==> src/rtl/riscv_pkg.sv <==
// Shared definitions for the multicycle RISC-V controller.
// Holds opcode constants, FSM state encodings, the instruction-class
// enumeration and the datapath mux / ALU operation encodings.
package riscv_pkg;

    localparam int unsigned OPCODE_W = 7;
    localparam int unsigned STATE_W  = 3;
    localparam int unsigned WAIT_W   = 8;

    // Supported opcodes
    localparam logic [OPCODE_W-1:0] OP_RTYPE  = 7'b0110011;
    localparam logic [OPCODE_W-1:0] OP_IALU   = 7'b0010011;
    localparam logic [OPCODE_W-1:0] OP_LOAD   = 7'b0000011;
    localparam logic [OPCODE_W-1:0] OP_STORE  = 7'b0100011;
    localparam logic [OPCODE_W-1:0] OP_BRANCH = 7'b1100011;
    localparam logic [OPCODE_W-1:0] OP_JAL    = 7'b1101111;

    // FSM state encodings; 5 and 6 are unused and recover to TRAP
    typedef enum logic [STATE_W-1:0] {
        ST_FETCH     = 3'd0,
        ST_DECODE    = 3'd1,
        ST_EXECUTE   = 3'd2,
        ST_MEMORY    = 3'd3,
        ST_WRITEBACK = 3'd4,
        ST_TRAP      = 3'd7
    } state_e;

    // Instruction class latched in DECODE
    typedef enum logic [2:0] {
        CL_R    = 3'd0,
        CL_IALU = 3'd1,
        CL_LD   = 3'd2,
        CL_SD   = 3'd3,
        CL_BEQ  = 3'd4,
        CL_JAL  = 3'd5,
        CL_ILL  = 3'd6
    } iclass_e;

    // ALU operation select
    localparam logic [1:0] ALUOP_ADD   = 2'b00;
    localparam logic [1:0] ALUOP_SUB   = 2'b01;
    localparam logic [1:0] ALUOP_FUNCT = 2'b10;

    // ALU operand A select
    localparam logic ALUSRCA_RS1 = 1'b0;
    localparam logic ALUSRCA_PC  = 1'b1;

    // ALU operand B select
    localparam logic [1:0] ALUSRC_RS2  = 2'd0;
    localparam logic [1:0] ALUSRC_IMM  = 2'd1;
    localparam logic [1:0] ALUSRC_FOUR = 2'd2;

    // Register write-back source select
    localparam logic [1:0] M2R_ALU = 2'd0;
    localparam logic [1:0] M2R_MEM = 2'd1;
    localparam logic [1:0] M2R_PC4 = 2'd2;

    // States that wait on memoryReady and run the timeout counter
    function automatic logic is_wait_state(input state_e s);
        return (s == ST_FETCH) || (s == ST_MEMORY);
    endfunction

endpackage

==> src/rtl/opcode_decoder.sv <==
// Combinational opcode-to-instruction-class decoder.
// Ports:
//   i_opcode : 7-bit opcode field from the instruction register
//   o_class  : decoded instruction class (CL_ILL for anything unsupported)
// ENABLE_JAL / ENABLE_IMM (0 or 1) make JAL / I-type ALU illegal when 0.
module opcode_decoder
    import riscv_pkg::*;
#(
    parameter int unsigned ENABLE_JAL = 1,
    parameter int unsigned ENABLE_IMM = 1
) (
    input  logic [OPCODE_W-1:0] i_opcode,
    output iclass_e             o_class
);

    // Any opcode not matched below, or a disabled one, decodes as illegal
    always_comb begin
        o_class = CL_ILL;
        case (i_opcode)
            OP_RTYPE:  o_class = CL_R;
            OP_IALU:   if (ENABLE_IMM != 0) o_class = CL_IALU;
            OP_LOAD:   o_class = CL_LD;
            OP_STORE:  o_class = CL_SD;
            OP_BRANCH: o_class = CL_BEQ;
            OP_JAL:    if (ENABLE_JAL != 0) o_class = CL_JAL;
            default:   o_class = CL_ILL;
        endcase
    end

endmodule

==> src/rtl/multicycle_controller.sv <==
// Multicycle RISC-V control FSM (FETCH/DECODE/EXECUTE/MEMORY/WRITEBACK/TRAP).
// Ports:
//   clock, reset       : rising-edge clock, synchronous active-high reset
//   opcode             : instruction opcode, latched as a class in DECODE
//   memoryReady        : memory completed the current access this cycle
//   instrRead, irWrite, pcWrite, branch, jump,
//   memoryRead, memoryWrite, regWrite : datapath strobes (0 while reset=1)
//   ALUSrcA, ALUSrc, ALUOp, memoryToRegister : datapath mux / ALU selects
//   illegalInstr, busError : sticky error flags, cleared only by reset
//   state              : current state encoding for debug
module multicycle_controller
    import riscv_pkg::*;
#(
    parameter int unsigned MEM_TIMEOUT = 15,
    parameter int unsigned ENABLE_JAL  = 1,
    parameter int unsigned ENABLE_IMM  = 1
) (
    input  logic                clock,
    input  logic                reset,
    input  logic [OPCODE_W-1:0] opcode,
    input  logic                memoryReady,
    output logic                instrRead,
    output logic                irWrite,
    output logic                pcWrite,
    output logic                branch,
    output logic                jump,
    output logic                ALUSrcA,
    output logic [1:0]          ALUSrc,
    output logic [1:0]          ALUOp,
    output logic                memoryRead,
    output logic                memoryWrite,
    output logic [1:0]          memoryToRegister,
    output logic                regWrite,
    output logic                illegalInstr,
    output logic                busError,
    output logic [STATE_W-1:0]  state
);

    localparam logic [WAIT_W-1:0] TIMEOUT_CNT = WAIT_W'(MEM_TIMEOUT);

    state_e              r_state;
    iclass_e             r_class;
    logic [WAIT_W-1:0]   r_wait;
    logic                r_illegal;
    logic                r_bus_error;

    iclass_e             w_dec_class;
    logic                w_timeout;

    logic                w_instr_read;
    logic                w_ir_write;
    logic                w_pc_write;
    logic                w_branch;
    logic                w_jump;
    logic                w_mem_read;
    logic                w_mem_write;
    logic                w_reg_write;
    logic                w_alu_src_a;
    logic [1:0]          w_alu_src;
    logic [1:0]          w_alu_op;
    logic [1:0]          w_mem_to_reg;

    opcode_decoder #(
        .ENABLE_JAL (ENABLE_JAL),
        .ENABLE_IMM (ENABLE_IMM)
    ) u_opcode_decoder (
        .i_opcode (opcode),
        .o_class  (w_dec_class)
    );

    // Timeout fires only in the cycle the counter already holds MEM_TIMEOUT
    // and memory is still not ready; ready in that same cycle is a success.
    assign w_timeout = is_wait_state(r_state) && !memoryReady
                       && (r_wait >= TIMEOUT_CNT);

    // State, class, wait counter and sticky flags
    always_ff @(posedge clock) begin
        if (reset) begin
            r_state     <= ST_FETCH;
            r_class     <= CL_ILL;
            r_wait      <= '0;
            r_illegal   <= 1'b0;
            r_bus_error <= 1'b0;
        end else begin
            case (r_state)
                ST_FETCH: begin
                    if (memoryReady) begin
                        r_state <= ST_DECODE;
                        r_wait  <= '0;
                    end else if (w_timeout) begin
                        r_state     <= ST_TRAP;
                        r_bus_error <= 1'b1;
                        r_wait      <= '0;
                    end else begin
                        r_wait <= r_wait + WAIT_W'(1);
                    end
                end
                ST_DECODE: begin
                    r_class <= w_dec_class;
                    r_wait  <= '0;
                    if (w_dec_class == CL_ILL) begin
                        r_state   <= ST_TRAP;
                        r_illegal <= 1'b1;
                    end else begin
                        r_state <= ST_EXECUTE;
                    end
                end
                ST_EXECUTE: begin
                    // Counter is zeroed here so MEMORY is always entered at 0
                    r_wait <= '0;
                    case (r_class)
                        CL_R, CL_IALU, CL_JAL: r_state <= ST_WRITEBACK;
                        CL_LD, CL_SD:          r_state <= ST_MEMORY;
                        CL_BEQ:                r_state <= ST_FETCH;
                        default:               r_state <= ST_TRAP;
                    endcase
                end
                ST_MEMORY: begin
                    if (memoryReady) begin
                        r_state <= (r_class == CL_LD) ? ST_WRITEBACK : ST_FETCH;
                        r_wait  <= '0;
                    end else if (w_timeout) begin
                        r_state     <= ST_TRAP;
                        r_bus_error <= 1'b1;
                        r_wait      <= '0;
                    end else begin
                        r_wait <= r_wait + WAIT_W'(1);
                    end
                end
                ST_WRITEBACK: begin
                    r_state <= ST_FETCH;
                    r_wait  <= '0;
                end
                ST_TRAP: begin
                    // Absorbing: flags and class hold until reset
                    r_state <= ST_TRAP;
                end
                default: begin
                    // Unused encodings recover to TRAP without touching flags
                    r_state <= ST_TRAP;
                end
            endcase
        end
    end

    // Output decode from state and class; only the FETCH load strobes are
    // qualified by memoryReady so the IR and PC update on the completing beat.
    always_comb begin
        w_instr_read = 1'b0;
        w_ir_write   = 1'b0;
        w_pc_write   = 1'b0;
        w_branch     = 1'b0;
        w_jump       = 1'b0;
        w_mem_read   = 1'b0;
        w_mem_write  = 1'b0;
        w_reg_write  = 1'b0;
        w_alu_src_a  = ALUSRCA_RS1;
        w_alu_src    = ALUSRC_RS2;
        w_alu_op     = ALUOP_ADD;
        w_mem_to_reg = M2R_ALU;
        case (r_state)
            ST_FETCH: begin
                w_instr_read = 1'b1;
                w_alu_src    = ALUSRC_FOUR;
                if (memoryReady) begin
                    w_ir_write = 1'b1;
                    w_pc_write = 1'b1;
                end
            end
            ST_EXECUTE: begin
                case (r_class)
                    CL_R: begin
                        w_alu_src = ALUSRC_RS2;
                        w_alu_op  = ALUOP_FUNCT;
                    end
                    CL_IALU: begin
                        w_alu_src = ALUSRC_IMM;
                        w_alu_op  = ALUOP_FUNCT;
                    end
                    CL_LD, CL_SD: begin
                        w_alu_src = ALUSRC_IMM;
                        w_alu_op  = ALUOP_ADD;
                    end
                    CL_BEQ: begin
                        w_branch  = 1'b1;
                        w_alu_src = ALUSRC_RS2;
                        w_alu_op  = ALUOP_SUB;
                    end
                    CL_JAL: begin
                        w_pc_write  = 1'b1;
                        w_jump      = 1'b1;
                        w_alu_src_a = ALUSRCA_PC;
                        w_alu_src   = ALUSRC_IMM;
                    end
                    default: begin
                    end
                endcase
            end
            ST_MEMORY: begin
                w_mem_read  = (r_class == CL_LD);
                w_mem_write = (r_class == CL_SD);
            end
            ST_WRITEBACK: begin
                w_reg_write = 1'b1;
                if (r_class == CL_LD) begin
                    w_mem_to_reg = M2R_MEM;
                end else if (r_class == CL_JAL) begin
                    w_mem_to_reg = M2R_PC4;
                end else begin
                    w_mem_to_reg = M2R_ALU;
                end
            end
            default: begin
            end
        endcase
    end

    // Strobes are forced low while reset is asserted
    assign instrRead        = w_instr_read & ~reset;
    assign irWrite          = w_ir_write   & ~reset;
    assign pcWrite          = w_pc_write   & ~reset;
    assign branch           = w_branch     & ~reset;
    assign jump             = w_jump       & ~reset;
    assign memoryRead       = w_mem_read   & ~reset;
    assign memoryWrite      = w_mem_write  & ~reset;
    assign regWrite         = w_reg_write  & ~reset;
    assign ALUSrcA          = w_alu_src_a;
    assign ALUSrc           = w_alu_src;
    assign ALUOp            = w_alu_op;
    assign memoryToRegister = w_mem_to_reg;
    assign illegalInstr     = r_illegal;
    assign busError         = r_bus_error;
    assign state            = r_state;

endmodule
==> config.mk <==
export PLATFORM = sky130hd
export DESIGN_NAME = multicycle_controller
export DESIGN_NICKNAME = d
export VERILOG_FILES = /design/src/rtl/riscv_pkg.sv /design/src/rtl/opcode_decoder.sv /design/src/rtl/multicycle_controller.sv
export SDC_FILE = /design/constraint.sdc
export NUM_CORES = 1
export LEC_CHECK = 0
export ABC_AREA = 1
export BUFFER_PORTS_ARGS = -buffer_cell sky130_fd_sc_hd__buf_2
export CORE_MARGIN = 3
export CORE_UTILIZATION = 44
export DETAILED_ROUTE_END_ITERATION = 10
export PLACE_DENSITY = 0.72
export SETUP_SLACK_MARGIN = 0.2
export SLEW_MARGIN = 15
export SYNTH_ARGS = -nofsm -noshare
export SYNTH_HDL_FRONTEND = slang
export SYNTH_SLANG_ARGS = --single-unit
==> constraint.sdc <==
create_clock -name clock -period 1.1 [get_ports clock]
set_input_delay 0.22 -clock clock [delete_from_list [all_inputs] [get_ports clock]]
set_output_delay 0.22 -clock clock [all_outputs]
set_load 0.1 [all_outputs]
==> flow_summary.ini, run 1 <==
[status]
outcome = stopped before the end
failing_step = clock tree synthesis
firstError = [ERROR DPL-0038] Utilization greater than 100%, impossible to legalize

[yosys]
syn_nets = 162
syn_area_per_cell_um2 = 6.22
syn_area_um2 = 940
netlist_instances = 151
synth_top_area_share_pct = 34.1
seq_area_frac_synth_pct = 34.1
synth_cell_type_count = 25
yosys-top-cells-area = dfxtp_1, nand2_1, nor2_1
ys_warn_count = 0
ys_seq_elements = 16
synth_area_leader_cell = dfxtp_1

[clocking]
cts_max_level = 1
cts_resized = 45
ctsHoldBuffers = 0
clockRootBuffer = clkbuf_4
postCtsSetupBuffers = 8
cts_max_path_buffers = 2
cts_sinks = 16
cts_made_buffers = 3

[floorplanning]
rows = 16
ios = 30
start_util_pct = 47.4
die_y_um = 52.2
die_x_um = 52.2

[placed_design]
dp_hpwl_um = 2980
io_buffers = 29
place.gp.congestion = 0.853
[synth_stat cells]
cell      number
buf_4          1
xor2_1         1
nand3_2        1
nand2_1       38
ha_1           1
o21ai_0        4
a211oi_1       1
nor2_2         4
nor4_1         1
o211ai_1       1
nor2_1        34
inv_2          3
nand2_2        3
clkbuf_1       1
mux2i_1        1
nor3_1         3
a21oi_1        3
nand3_1        9
dfxtp_1       16
nand4_1        1
nor2_4         2
inv_1         19
xnor2_1        1
o21bai_1       1
a41oi_1        1
[cell families after synthesis]
logic type | after synthesis | share of synthesized area [%]
muxes | 1 | 1.07
and+or+nand+nor | 96 | 44.6
xor gates and xnor gates | 2 | 1.86
adders and majority gates | 1 | 1.33
AOI/OAI and AO/OA | 11 | 7.06
DFF | 16 | 34.1
buffers and inverters | 24 | 9.99
[metrics by stage]
stage | TNS (ns) | setup WS, ns | utilization [%] | instances | area [µm²]
2_1_floorplan | -14.29 | -1.25 | - | 151 | 1080
3_3_place_gp | -3.93 | -0.287 | 90.8 | 237 | 1800
3_5_place_dp | -6.00 | -0.357 | 90.8 | 237 | 1800
==> run 2, diff against run 1 <==
--- a/config.mk
+++ b/config.mk
@@ -7,11 +7,10 @@
 export LEC_CHECK = 0
 export ABC_AREA = 1
 export BUFFER_PORTS_ARGS = -buffer_cell sky130_fd_sc_hd__buf_2
-export CORE_MARGIN = 3
-export CORE_UTILIZATION = 44
+export CORE_AREA = 3 3 64 66
 export DETAILED_ROUTE_END_ITERATION = 10
-export PLACE_DENSITY = 0.72
-export SETUP_SLACK_MARGIN = 0.2
+export DIE_AREA = 0 0 67 69
+export PLACE_DENSITY_LB_ADDON = 0.15
 export SLEW_MARGIN = 15
 export SYNTH_ARGS = -nofsm -noshare
 export SYNTH_HDL_FRONTEND = slang
==> constraint.sdc (replaced) <==
create_clock -name clock -period 1.43 [get_ports clock]
set_input_delay 0.286 -clock clock [delete_from_list [all_inputs] [get_ports clock]]
set_output_delay 0.286 -clock clock [all_outputs]
set_load 0.1 [all_outputs]
==> run 2 against run 1 <==
Effect of this change: the flow now finishes, with violations (setup timing); synthesized area stayed put; synthesized cell count unchanged.
==> flow_summary.ini, run 2 <==
[hold_path]
holdPathStages = 5
holdCritPathClass = in -> reg
whs_endpoint = r_class[2]$_SDFFE_PP1P_
min_from = opcode[6]

[worst_setup_path]
reg2reg_depth = 10
r2r_end = r_wait[1]$_SDFFE_PP0P_
path_max_fanout = 5
crit_type = reg -> out
critPathRequiredTime_ns = 1.14
worstReg2RegStart = state[1]$_SDFF_PP0_
critPathArrivalTime_ns = 1.38
worstSetupStartpointType = flip-flop
cp-end-kind = output port
rrSetupSlack_ns = 0.05

[yosys]
yosys-top-cells-area = dfxtp_1, nand2_1, nor2_1
synth_most_common_cell = nand2_1
synth-edff-count = 0
synth_area_leader_cell = dfxtp_1
ys_seq_elements = 16
ys.flop_type = dfxtp_1
syn_area_per_cell_um2 = 6.22
yosys-top-cells-count = nand2_1, nor2_1, inv_1
syn_nets = 162
async_flop_share_pct = 0
seq_area_frac_synth_pct = 34.1
syn_area_um2 = 940
ys_warn_count = 0
synth_top_area_share_pct = 34.1
netlist_instances = 151
synth_cell_type_count = 25

[cells_and_area]
stdcell_area_mm2 = 0.00189
final_nets = 219
regMostFlops = r_wait
syn2layout_area_growth_pct = 101
layout_commonest_cell = nand2_1
fillers = 361
antennaDiodeCount = 0
drive_gt1_share_pct = 48.3
layout_common_cells = nand2_1, nor2_1, buf_4
largest_reg_flops = 8

[floorplanning]
die_area_mm2 = 0.00462
rows = 22
die_x_um = 67
start_util_pct = 25.9
die_y_um = 69
fp.coreArea_mm2 = 0.00363
ios = 30

[global_route]
track_usage_pct = 12.0
grt_overflow_total = 0
grt_pass1_vias = 1066
antenna_found_initial = 0
grt_start_max_net_pins = 11
grt_pass1_wl_um = 4440

[routing]
drt_iter0_drc = 23
postRouteAntennaNets = 0
wire_per_inst_um = 10.7
vias = 1117
vias_per_cell = 4.38
drt-total-wl_um = 2730
dr.pass1.iters = 4
drc = 0

[clocking]
clockRootBuffer = clkbuf_8
cts_tree = yes
clock_latency_ns = 0.25
clk_pin_slew_ns = 0.06
cts_max_level = 1
cts_made_buffers = 3
cts_sinks = 16
cts_max_path_buffers = 2

[pwr]
p_leak_uw = 0.000837
ir_worst_vdd_v = 0.00105
p_per_area_mw_per_mm2 = 2300

[timing]
rsz0062_at_grt = yes
hold_viol = 0
setup_violations = 15
fin_crit_sh_pct = 117
max_slew_margin_pct = 67.8
tightestPinTransition_ns = 0.487
fin_skew_ns = 0.00293
setup_ws_ns = -0.238
drv_slew = 0
final.setup.tns_ns = -2.46
min_period_ns = 1.67
fmax_mhz = 599

[placed_design]
dpl-instance-area_mm2 = 0.00169
io_buffers = 29
place.gp.congestion = 0.800
dp_hpwl_um = 2250
dpl_worst_slack_ns = -0.0862

[status]
violations = setup timing
outcome = finished with violations

[job]
max-cap-violations = 0
run 2: cell counts after synthesis:
Identical to the previous run, type by type.
run 2: cell families (layout without fill, tap and decap cells):
group / after synthesis / after routing / share of synthesized area, %
xor gates and xnor gates: 2 / 2 / 1.86
AOI/OAI and AO/OA: 11 / 11 / 7.06
adders and majority gates: 1 / 1 / 1.33
buffers and inverters: 24 / 80 / 9.99
DFF: 16 / 16 / 34.1
and+or+nand+nor: 96 / 96 / 44.6
muxes: 1 / 1 / 1.07
run 2: layout make-up:
type	count	area, µm²	area share (%)
clock buffer	4	55.1	2.91
inverter	22	97.6	5.16
multi-input combinational	111	724	38.3
sequential	16	332	17.5
tap	48	60.1	3.18
timing repair buffer	54	622	32.9
run 2: what timing repair did:
| action | in CTS | in global routing |
|---|---|---|
| endpoints found under the setup margin | 15 | 21 |
| hold buffers | 0 | 0 |
| resized for setup | 16 | 10 |
| setup buffers | 4 | 1 |
| pin swaps | 8 | 10 |
run 2: how the worst max path moves through the flow:
stage / to / slack [ns] / start / depth (start not counted)
5_1_grt: pcWrite / -0.30 / state[2]$_SDFF_PP0_ / 8
6_report: pcWrite / -0.24 / state[1]$_SDFF_PP0_ / 6
3_3_place_gp: pcWrite / -0.06 / state[2]$_SDFF_PP0_ / 8
3_5_place_dp: pcWrite / -0.09 / state[2]$_SDFF_PP0_ / 8
4_1_cts: pcWrite / -0.25 / state[2]$_SDFF_PP0_ / 8
2_1_floorplan: pcWrite / -0.99 / state[1]$_SDFF_PP0_ / 6
run 2: critical path, stage by stage, from the launching register on:
cell and delay [ns]:
dfxtp_4 0.37, nor2_4 0.15, nand2_4 0.08, clkinvlp_4 0.08
nand2_2 0.08, a21oi_4 0.18, buf_12 0.19
run 2: power breakdown:
part	switching, µW	internal [µW]	leakage [µW]	total (µW)
Sequential	139	579	0.000132	718
Combinational	1980	1250	0.000676	3230
Clock	152	244	0.0000288	397
run 2: metrics by stage:
stage	hold slack, ns	total power (µW)	utilization (%)	std cells
4_1_cts	0.415	4240	50.7	254
6_report	0.418	4340	52.0	255
3_5_place_dp	0.429	3550	46.5	246
2_1_floorplan	0.417	2490	-	151
3_3_place_gp	0.426	3530	46.5	246
5_1_grt	0.453	4580	52.0	255
run 2: routing by layer:
| metal | routed length, µm | part of all wire, % | vias to the layer above | track usage, % |
|---|---|---|---|---|
| li1 | - | - | 580 | - |
| met3 | 140 | 5.1 | 8 | 2.12 |
| met5 | 0 | 0 | - | 0 |
| met2 | 1410 | 52 | 25 | 21.8 |
| met4 | 63 | 2.3 | 0 | 4.28 |
| met1 | 1120 | 41 | 504 | 13.4 |
No activity file was read; power rests on OpenSTA's default activity.
==> run 3, diff against run 2 <==
--- a/config.mk
+++ b/config.mk
@@ -5,12 +5,13 @@
 export SDC_FILE = /design/constraint.sdc
 export NUM_CORES = 1
 export LEC_CHECK = 0
-export ABC_AREA = 1
+export ABC_AREA = 0
 export BUFFER_PORTS_ARGS = -buffer_cell sky130_fd_sc_hd__buf_2
 export CORE_AREA = 3 3 64 66
 export DETAILED_ROUTE_END_ITERATION = 10
 export DIE_AREA = 0 0 67 69
 export PLACE_DENSITY_LB_ADDON = 0.15
+export SETUP_SLACK_MARGIN = 0.02
 export SLEW_MARGIN = 15
 export SYNTH_ARGS = -nofsm -noshare
 export SYNTH_HDL_FRONTEND = slang
==> run 3 against run 2 <==
Effect of this change: the run still ends with setup timing left; maximum frequency fell by 0.99%; design area rose by 11%; sequential share of layout area fell by 1.5 points; hold slack got worse by 0.053 ns; largest power group unchanged; critical path depth fell by 2; combinational power fell by 8.0%; global-route usage rose by 2.2 points; setup slack got worse by 0.017 ns; die area did not move; flip-flop and latch count did not move; synthesized cell count fell by 19%; total power fell by 7.3%; critical endpoint is now irWrite.
==> flow_summary.ini, run 3 <==
[placed_design]
io_buffers = 29
dp_hpwl_um = 2330
dp_cells = 220
dpl_worst_slack_ns = -0.112
place.gp.congestion = 0.847

[yosys]
syn_area_um2 = 981
synth_top_area_share_pct = 32.7
seq_area_frac_synth_pct = 32.7
synth-edff-count = 0
ys_seq_elements = 16
ys_warn_count = 0
synth_most_common_cell = dfxtp_1
yosys-top-cells-area = dfxtp_1, nor2_1, a21oi_1
syn_area_per_cell_um2 = 7.98
synth_cell_type_count = 46
async_flop_share_pct = 0
ys.flop_type = dfxtp_1
syn_nets = 134
netlist_instances = 123
synth_area_leader_cell = dfxtp_1
yosys-top-cells-count = dfxtp_1, nor2_1, nand2_1

[cells_and_area]
drive_gt1_share_pct = 62.6
largest_reg_flops = 8
syn2layout_area_growth_pct = 115
multiInputGateArea_um2 = 882
layout_commonest_cell = buf_4
regMostFlops = r_wait
antennaDiodeCount = 0
layout_common_cells = buf_4, buf_12, buf_2
final_nets = 202
fillers = 316
regArea_um2 = 338
final_cells = 238

[timing]
fmax_mhz = 594
final.setup.tns_ns = -3.87
max_slew_margin_pct = 67.9
fin_skew_ns = 0.00599
drv_slew = 0
rsz0062_at_grt = yes
fin_crit_sh_pct = 118
setup_violations = 26
min_period_ns = 1.68
setup_ws_ns = -0.255
tightestPinTransition_ns = 0.485
hold_viol = 0

[job]
max-cap-violations = 0

[clocking]
ctsHoldBuffers = 0
cts_max_path_buffers = 2
clk_pin_slew_ns = 0.06
cts_tree = yes
clockRootBuffer = clkbuf_8
cts_sinks = 16
cts_max_level = 1
clock_latency_ns = 0.24
cts_made_buffers = 3

[global_route]
antenna_found_initial = 0
met1_usage_pct = 17.4
grt_pass1_vias = 1186
grt_start_max_net_pins = 10
busiest_layer = met2
met3_usage_pct = 1.95
use_met2_pct = 24.2
grt_pass1_wl_um = 5340
track_usage_pct = 14.1
grt_overflow_total = 0

[routing]
drc = 0
vias_per_cell = 4.69
drt-total-wl_um = 3070
vias = 1117
dr.pass1.iters = 4
wire_per_inst_um = 12.9
drt_iter0_drc = 20
postRouteAntennaNets = 0

[floorplanning]
fp.coreArea_mm2 = 0.00363
die_y_um = 69
start_util_pct = 27.0
die_x_um = 67
rows = 22
ios = 30
die_area_mm2 = 0.00462

[status]
outcome = finished with violations
violations = setup timing

[worst_setup_path]
critPathArrivalTime_ns = 1.40
critPathRequiredTime_ns = 1.14
path_max_fanout = 8
worstSetupStartpointType = flip-flop
crit_type = reg -> out
cp-end-kind = output port

[pwr]
p_leak_uw = 0.000828
p_per_area_mw_per_mm2 = 1910
ir_worst_vdd_v = 0.00111

[hold_path]
holdCritPathClass = in -> reg
-- run 3: through the flow --
stage / utilization, % / area [µm²] / total power, µW / hold slack (ns)
5_1_grt: 58.0 / 2110 / 4230 / 0.380
3_5_place_dp: 49.3 / 1790 / 3130 / 0.437
4_1_cts: 55.0 / 2000 / 3840 / 0.345
6_report: 58.0 / 2110 / 4030 / 0.365
3_3_place_gp: 49.3 / 1790 / 3090 / 0.437
2_1_floorplan: - / 1170 / 2180 / 0.421
-- run 3: report_power, final --
| group | switching, µW | internal [µW] | leakage (µW) |
|---|---|---|---|
| Combinational | 1650 | 1310 | 0.000667 |
| Sequential | 115 | 553 | 0.000132 |
| Clock | 147 | 244 | 0.0000288 |
-- run 3: logic make-up (layout without fill, tap and decap cells) --
group	after synthesis	count (layout)	synth area share [%]
simple gates	64	64	37.0
flops	16	16	32.7
fa+ha+maj	1	1	1.28
xor+xnor	7	7	6.25
buf+inv	12	79	5.99
mux	1	1	1.02
compound gates	22	22	15.8
-- run 3: path summary, 6_finish.rpt --
path / start / endpoint / slack, ns / depth (start not counted)
worst max-delay path: state[1]$_SDFF_PP0_ / irWrite / -0.25 / 4
worst max register to register: state[0]$_SDFF_PP0_ / r_wait[6]$_SDFFE_PP0P_ / -0.14 / 8
worst min register to register: busError$_SDFFE_PP0P_ / busError$_SDFFE_PP0P_ / 0.45 / 2
worst min-delay path: opcode[0] / r_class[1]$_SDFFE_PP1P_ / 0.37 / 3
-- run 3: repair_timing --
item                                    in CTS  in global routing
gates resized for setup                     20                 15
gates cloned                                 0                  0
setup buffers                               10                  5
pin swaps                                    8                  9
endpoints found under the setup margin      22                 26
-- run 3: layer usage --
metal	wire (µm)	share of wire [%]	vias to the layer above
met1	1350	44	508
met2	1540	50	29
li1	-	-	574
met5	0	0	-
met3	123	4.0	6
met4	59	1.9	0
-- run 3: cell type report --
cell class,instances,share of cell area (%)
multi-input cells,95,41.9
clock buffers,4,2.61
inverters,6,1.25
repair buffers,69,35.4
flip-flops and latches,16,16.0
well taps,48,2.85
-- run 3: worst max-delay path, cell delays in order (launching register included) --
cell and delay, ns:
dfxtp_4 0.39, buf_6 0.13, nor4_4 0.27, and2_4 0.19, buf_12 0.16
==> run 4, diff against run 3 <==
--- a/config.mk
+++ b/config.mk
@@ -10,9 +10,11 @@
 export CORE_AREA = 3 3 64 66
 export DETAILED_ROUTE_END_ITERATION = 10
 export DIE_AREA = 0 0 67 69
+export GPL_TIMING_DRIVEN = 1
 export PLACE_DENSITY_LB_ADDON = 0.15
 export SETUP_SLACK_MARGIN = 0.02
 export SLEW_MARGIN = 15
 export SYNTH_ARGS = -nofsm -noshare
 export SYNTH_HDL_FRONTEND = slang
+export SYNTH_HIERARCHICAL = 1
 export SYNTH_SLANG_ARGS = --single-unit
==> run 4 against run 3 <==
Effect of this change: the run still ends with setup timing left; non-clock buffer count is 2 lower; synthesized cell count stayed put; via count is 3.5% higher; hold slack better by 0.096 ns; synthesized area is 9.8% higher; setup slack worse by 0.065 ns; utilization is 1.2 points higher; global-route usage is 0.51 points higher; sequential power is 0.7% higher; register-to-register slack better by 0.13 ns; critical path depth stayed put; total power is 3.7% lower; largest power group unchanged.
==> flow_summary.ini, run 4 <==
[timing]
rsz0062_at_grt = yes
setup_violations = 17
max_slew_margin_pct = 67.5
hold_viol = 0
setup_ws_ns = -0.319
drv_slew = 0
min_period_ns = 1.75
final.setup.tns_ns = -2.95
fmax_mhz = 572
tightestPinTransition_ns = 0.490
fin_skew_ns = 0.000856
fin_crit_sh_pct = 122

[global_route]
grt_pass1_wl_um = 5380
grt_pass1_vias = 1185
track_usage_pct = 14.6
grt_start_max_net_pins = 13
antenna_found_initial = 0
grt_overflow_total = 0

[yosys]
synth-edff-count = 0
seq_area_frac_synth_pct = 29.7
async_flop_share_pct = 0
syn_nets = 134
ys.flop_type = dfxtp_1
synth_area_leader_cell = dfxtp_1
syn_area_per_cell_um2 = 8.76
yosys-top-cells-area = dfxtp_1, nor2_1, nor3_2
ys_seq_elements = 16
synth_top_area_share_pct = 29.7
netlist_instances = 123
synth_most_common_cell = nor2_1
ys_warn_count = 6
syn_area_mm2 = 0.00108
yosys-top-cells-count = nor2_1, dfxtp_1, a21oi_1, nand2_1
synth_cell_type_count = 44

[worst_setup_path]
crit_type = reg -> out
critPathRequiredTime_ns = 1.14
cp-end-kind = output port
worstSetupStartpointType = flip-flop
max_stage_delay_ns = 0.40
path_cells = nand2_4, or3_4, nor3_4, buf_12
path_max_fanout = 6
critPathBufInv = 1
cp_slowest_cell = dfxtp_4
critPathArrivalTime_ns = 1.46
cp_top_family = simple AND/OR/NAND/NOR gates

[status]
violations = setup timing
outcome = finished with violations

[floorplanning]
start_util_pct = 29.6
die_y_um = 69
die_area_mm2 = 0.00462
ios = 30
die_x_um = 67
fp.coreArea_mm2 = 0.00363
rows = 22

[clocking]
cts_max_level = 1
cts_sinks = 16
cts_tree = yes
cts_max_path_buffers = 2
ctsHoldBuffers = 0
clk_pin_slew_ns = 0.06
clockRootBuffer = clkbuf_8
clock_latency_ns = 0.25
cts_made_buffers = 3

[pwr]
seq_power_share_pct = 17.4
p_sw_uw = 1890
p_int_uw = 1980
ir_worst_vdd_v = 0.000679
p_sw_share_pct = 48.8
clock_power_share_pct = 9.1
p_comb_share_pct = 73.5
p_leak_uw = 0.000827
p_per_area_mw_per_mm2 = 1800

[routing]
drt_iter0_drc = 57
vias_per_cell = 4.90
wire_per_inst_um = 13.5
drt-total-wl_um = 3190
drc = 0
dr.pass1.iters = 4
vias = 1156
postRouteAntennaNets = 0

[placed_design]
dp_hpwl_um = 2500
io_buffers = 29
dpl_worst_slack_ns = -0.172
place.gp.congestion = 0.803

[hold_path]
holdCritPathClass = in -> reg

[cells_and_area]
regMostFlops = r_wait
antennaDiodeCount = 0
layout_common_cells = buf_4, buf_12, buf_2
layout_commonest_cell = buf_4
final_util_pct = 59.2
syn2layout_area_growth_pct = 99.8
largest_reg_flops = 8
final_nets = 200
drive_gt1_share_pct = 68.6

[job]
max-cap-violations = 0
-- run 4: changes by cell type after synthesis, sizes merged, moves of 3 or more --
cell,before,now
inv,5,2
nor3,8,12
nor2b,2,5
nand3,7,4
nand2b,6,2
o21ai,1,5
-- run 4: final cells by class --
cell class	instances	area [µm²]
fillers	314	1480
well taps	48	60.1
multi-input cells	99	953
repair buffers	67	751
clock buffers	4	45.0
inverters	2	7.51
flip-flops and latches	16	335
-- run 4: power groups by stage --
stage / sequential [µW] / combinational (µW) / clock, µW
3_5_place_dp: 672 / 2510 / 0
4_1_cts: 673 / 2760 / 366
3_3_place_gp: 670 / 2490 / 0
6_report: 674 / 2850 / 353
2_1_floorplan: 974 / 1330 / 0
5_1_grt: 686 / 2990 / 374
-- run 4: what timing repair did --
item                                    CTS  global route
endpoints found under the hold margin     0             0
pin swaps                                17            23
endpoints found under the setup margin   24            27
setup buffers                             5             3
resized for setup                        20            14
-- run 4: layer usage --
metal	track usage (%)	share of wire (%)	wire, µm
met1	18.7	43	1360
met2	23.8	53	1680
met3	2.44	3.2	103
met4	6.08	1.7	53
met5	0	0	0
-- run 4: kinds of logic after synthesis --
kind of cell | Yosys count | synth area share (%)
compound gates | 28 | 22.2
simple gates | 64 | 36.9
flops | 16 | 29.7
fa+ha+maj | 1 | 1.16
buf+inv | 8 | 4.99
mux | 1 | 0.929
xor+xnor | 5 | 4.06
-- run 4: tightest hold or removal path, delay by kind of cell --
family | cells | cell delay [ns]
buffers and inverters | 1 | 0.15
AND/OR/NAND/NOR | 1 | 0.12
AO/OA/AOI/OAI | 1 | 0.10
-- run 4: stage by stage --
| stage | power, µW | std cells | hold slack (ns) | area [µm²] |
|---|---|---|---|---|
| 2_1_floorplan | 2310 | 123 | 0.457 | 1260 |
| 3_3_place_gp | 3160 | 226 | 0.451 | 1940 |
| 3_5_place_dp | 3180 | 226 | 0.463 | 1940 |
| 4_1_cts | 3800 | 235 | 0.459 | 2090 |
| 5_1_grt | 4050 | 236 | 0.487 | 2150 |
| 6_report | 3880 | 236 | 0.461 | 2150 |
-- run 4: path summary, 6_finish.rpt --
path	from	to	slack, ns	depth (start not counted)
worst max register to register	r_wait[5]$_SDFFE_PP0P_	state[0]$_SDFF_PP0_	-0.01	4
worst min register to register	illegalInstr$_SDFFE_PP0P_	illegalInstr$_SDFFE_PP0P_	0.48	2
worst max-delay path	state[0]$_SDFF_PP0_	memoryRead	-0.32	4
worst min-delay path	memoryReady	state[2]$_SDFF_PP0_	0.46	3
